<file path="src/rtl/bcd2b.sv">
// Registered packed-BCD to unsigned binary converter with a non-decimal-digit flag.
// One value accepted per clock, one cycle of latency.
module bcd2b #(
    parameter int unsigned DIGITS = 1,
    parameter int unsigned BIN_W  = 8
) (
    input  logic                  clk,
    input  logic                  rst,
    input  logic [4*DIGITS-1:0]   bcd,
    output logic [BIN_W-1:0]      bin,
    output logic                  invalid
);

    localparam int unsigned BCD_W = 4 * DIGITS;

    // 2^BIN_W >= 10^DIGITS  <=>  BIN_W * log10(2) >= DIGITS (never exactly equal)
    localparam real LOG10_2 = 0.30102999566398120;

    generate
        if (DIGITS < 1) begin : g_bad_digits
            $error("bcd2b: DIGITS must be at least 1");
        end
        if (real'(BIN_W) * LOG10_2 < real'(DIGITS)) begin : g_bad_width
            $error("bcd2b: BIN_W too narrow to hold 10^DIGITS - 1");
        end
    endgenerate

    logic [BIN_W-1:0] bin_c;
    logic             invalid_c;
    logic [BIN_W-1:0] acc_c;

    // Horner accumulation from the most significant digit: acc = acc*10 + digit
    always_comb begin
        logic [3:0] digit;
        acc_c     = '0;
        invalid_c = 1'b0;
        digit     = 4'd0;
        for (int i = int'(DIGITS) - 1; i >= 0; i--) begin
            digit     = bcd[4*i +: 4];
            invalid_c = invalid_c | (digit[3] & (digit[2] | digit[1]));
            acc_c     = (acc_c << 3) + (acc_c << 1) + BIN_W'(digit);
        end
        bin_c = invalid_c ? '0 : acc_c;
    end

    always_ff @(posedge clk) begin
        if (rst) begin
            bin     <= '0;
            invalid <= 1'b0;
        end else begin
            bin     <= bin_c;
            invalid <= invalid_c;
        end
    end

    logic unused_c;
    assign unused_c = ^BCD_W;

endmodule

</file>
<file path="config.mk">
export PLATFORM = sky130hd
export DESIGN_NAME = bcd2b
export DESIGN_NICKNAME = d
export VERILOG_FILES = /design/src/rtl/bcd2b.sv
export SDC_FILE = /design/constraint.sdc
export NUM_CORES = 1
export LEC_CHECK = 0
export ABC_AREA = 1
export CAP_MARGIN = 15
export CORE_AREA = 2 2 39 41
export DETAILED_ROUTE_END_ITERATION = 16
export DIE_AREA = 0 0 41 43
export PLACE_DENSITY = 0.55
export RECOVER_POWER = 25
export SKIP_LAST_GASP = 1
export SYNTH_ARGS = -nofsm -noshare
export SYNTH_HDL_FRONTEND = slang
export SYNTH_SLANG_ARGS = --single-unit
export TNS_END_PERCENT = 50
</file>
<file path="constraint.sdc">
create_clock -name clk -period 0.8 [get_ports clk]
set_input_delay 0.24 -clock clk [delete_from_list [all_inputs] [get_ports clk]]
set_output_delay 0.24 -clock clk [all_outputs]
set_load 0.02 [all_outputs]
</file>
==> metrics.cfg <==
[global_routing]
grt_pass1_vias = 128
grt-ovfl-total = 0
grt.total_usage_pct = 4.41
grt_pass1_wl_um = 407
antenna_found_initial = 0
grt_max_degree = 4

[pwr]
powerDensity_nw_per_um2 = 1980
p_int_uw = 501
sequentialPowerShare_pct = 41.3
p_leak_nw = 0.166
switching_share_pct = 23.1
vdd_ir_drop_max_v = 0.000310
p_clk_share_pct = 43.1
total_power_uw = 652
share_comb_of_total_power_pct = 15.7
p_switching_uw = 150

[critical_path]
path_class = flip-flop to primary output
critPathTopFamily = flip-flops
critPathCaptureType = primary output
crit_buf_inv = 1
crit_path_start_kind = flip-flop
path_max_fanout = 1
crit_required_ns = 0.56
path_cells = buf_6
crit_arrival_ns = 0.66
slowest_stage = dfxtp_2
cpPeakStageDelay_ns = 0.31

[floorplanning]
num_io_pins = 15
design.core.area_um2 = 1380
die_w_um = 41
start_util_pct = 13.7
num_rows = 14
dieArea_um2 = 1760
die-height_um = 43

[timing]
rsz0062_at_grt = true
layout_min_cycle_time_ns = 0.903
slew_viol_final = 0
timing.final.crit_share_pct = 113
hold_violations = 0
fin_setup_tns_ns = -0.608
worst_slack_ns = -0.103
setup_violations = 8
fmax_mhz = 1110

[synthesis]
synth_seq_cells = 5
netlist_instances = 22
yosysSeqAreaShare_pct = 53.0
netlist_area_um2 = 189
ys_types = 8
yosysWarnings = 0
postSynthAreaPerCell_um2 = 8.59

[worst_hold_path]
min_to = bin[0]
hold_path.class = primary input to flip-flop
whs_path_depth = 3
min-delay-start = bcd[0]

[clocking]
cts.sinks = 5
cts_made_buffers = 3
tritoncts = built
h-tree-depth = 1
ctsHoldBuffers = 0
cts_root_buf = clkbuf_4
clk_pin_slew_ns = 0.04
cts_buffer_depth = 2

[route]
drc = 0
ant_nets = 0
viasPerCell = 3.10
dr.pass1.iters = 2
routedWlPerCell_um = 5.76
drt-total-wl_um = 294
via_count = 158
drtIter0Drc = 2

[placement]
hpwl_um = 237
place_area_um2 = 290
pre_cts_slack_ns = -0.320
numPortBuffers = 10
gp_congestion = 0.656

[cells_and_area]
nets = 42
drive_gt1_share_pct = 42.9
num_antenna_cells = 0
final_area_um2 = 329
fill_cells = 160
syn_to_final_growth_pct = 74.2

[status]
status = finished with violations
violations = negative setup slack

[run]
cap_violations = 0

routing by layer:
| metal | vias up | global-route usage [%] | share of wire, % |
|---|---|---|---|
| li1 | 81 | - | - |
| met5 | - | 0 | 0 |
| met1 | 62 | 2.24 | 29 |
| met3 | 2 | 1.05 | 17 |
| met2 | 13 | 5.31 | 48 |
| met4 | 0 | 12.0 | 6.5 |
cell usage in the layout, fill, tap and decap left out, drive strengths merged:
master / instances
inv: 5
dfxtp: 5
clkdlybuf4s50: 5
buf: 5
nor2: 4
conb: 4
clkbuf: 4
o21ai: 1
nand2: 1
nand4: 1
how the worst max path moves through the flow:
stage	startpoint	to	slack [ns]	cells after the start
final	bin[2]	bin[2]	-0.10	1
after global routing	bin[1]	bin[1]	-0.12	1
after CTS	bin[2]	bin[2]	-0.12	1
after detailed placement	bin[2]	bin[2]	-0.32	1
after global placement	invalid	invalid	-0.31	1
after floorplan	bin[0]	bin[0]	0.16	0
synth_stat cells:
cell type | n | share of area, %
nor2_1 | 4 | 7.9
o21ai_2 | 1 | 4.6
nand4_1 | 1 | 3.3
buf_4 | 4 | 16
conb_1 | 1 | 2.0
inv_1 | 5 | 9.9
dfxtp_1 | 5 | 53
nand2_2 | 1 | 3.3
final cells by class:
class	instances	area [um^2]	area share, %
flip-flops and latches	5	106	32.3
repair buffers	10	106	32.3
multi-input cells	11	51.3	15.6
clock buffers	4	26.3	7.98
well taps	16	20.0	6.08
inverters	5	18.8	5.70
sequential cells by signal, indices dropped and copies added, names as in the netlist:
| register | flops |
|---|---|
| bin | 4 |
| invalid | 1 |
metrics by stage:
step / hold slack, ns / instances / utilization (%)
floorplan: 0.312 / 25 / -
global placement: 0.784 / 47 / 21.0
detailed placement: 0.789 / 47 / 21.0
CTS: 0.523 / 51 / 23.7
global route: 0.534 / 51 / 23.8
finish: 0.524 / 51 / 23.8
cells by family after synthesis:
kind of cell / Yosys count / share of synthesized area (%)
AOI/OAI and AO/OA: 1 / 4.64
buffers and inverters: 9 / 25.8
DFF: 5 / 53.0
other: 1 / 1.98
and+or+nand+nor: 6 / 14.6
power by group through the flow:
stage | clock (mW) | sequential [mW] | combinational (mW)
5_1_grt | 0.308 | 0.269 | 0.111
3_5_place_dp | 0 | 0.269 | 0.100
4_1_cts | 0.300 | 0.269 | 0.103
3_3_place_gp | 0 | 0.268 | 0.100
6_report | 0.281 | 0.269 | 0.102
2_1_floorplan | 0 | 0.284 | 0.0481
what timing repair did:
item / in CTS / in global routing
endpoints found under the setup margin: 8 / 10
setup buffers: 0 / 0
resized for setup: 34 / 1
pin swaps: 0 / 0
tightest hold or removal path, delay by kind of cell:
family,cells,cell delay (ns)
AND/OR/NAND/NOR,1,0.03
buffers and inverters,2,0.44
Note: power is estimated with default switching activity, not from simulation.
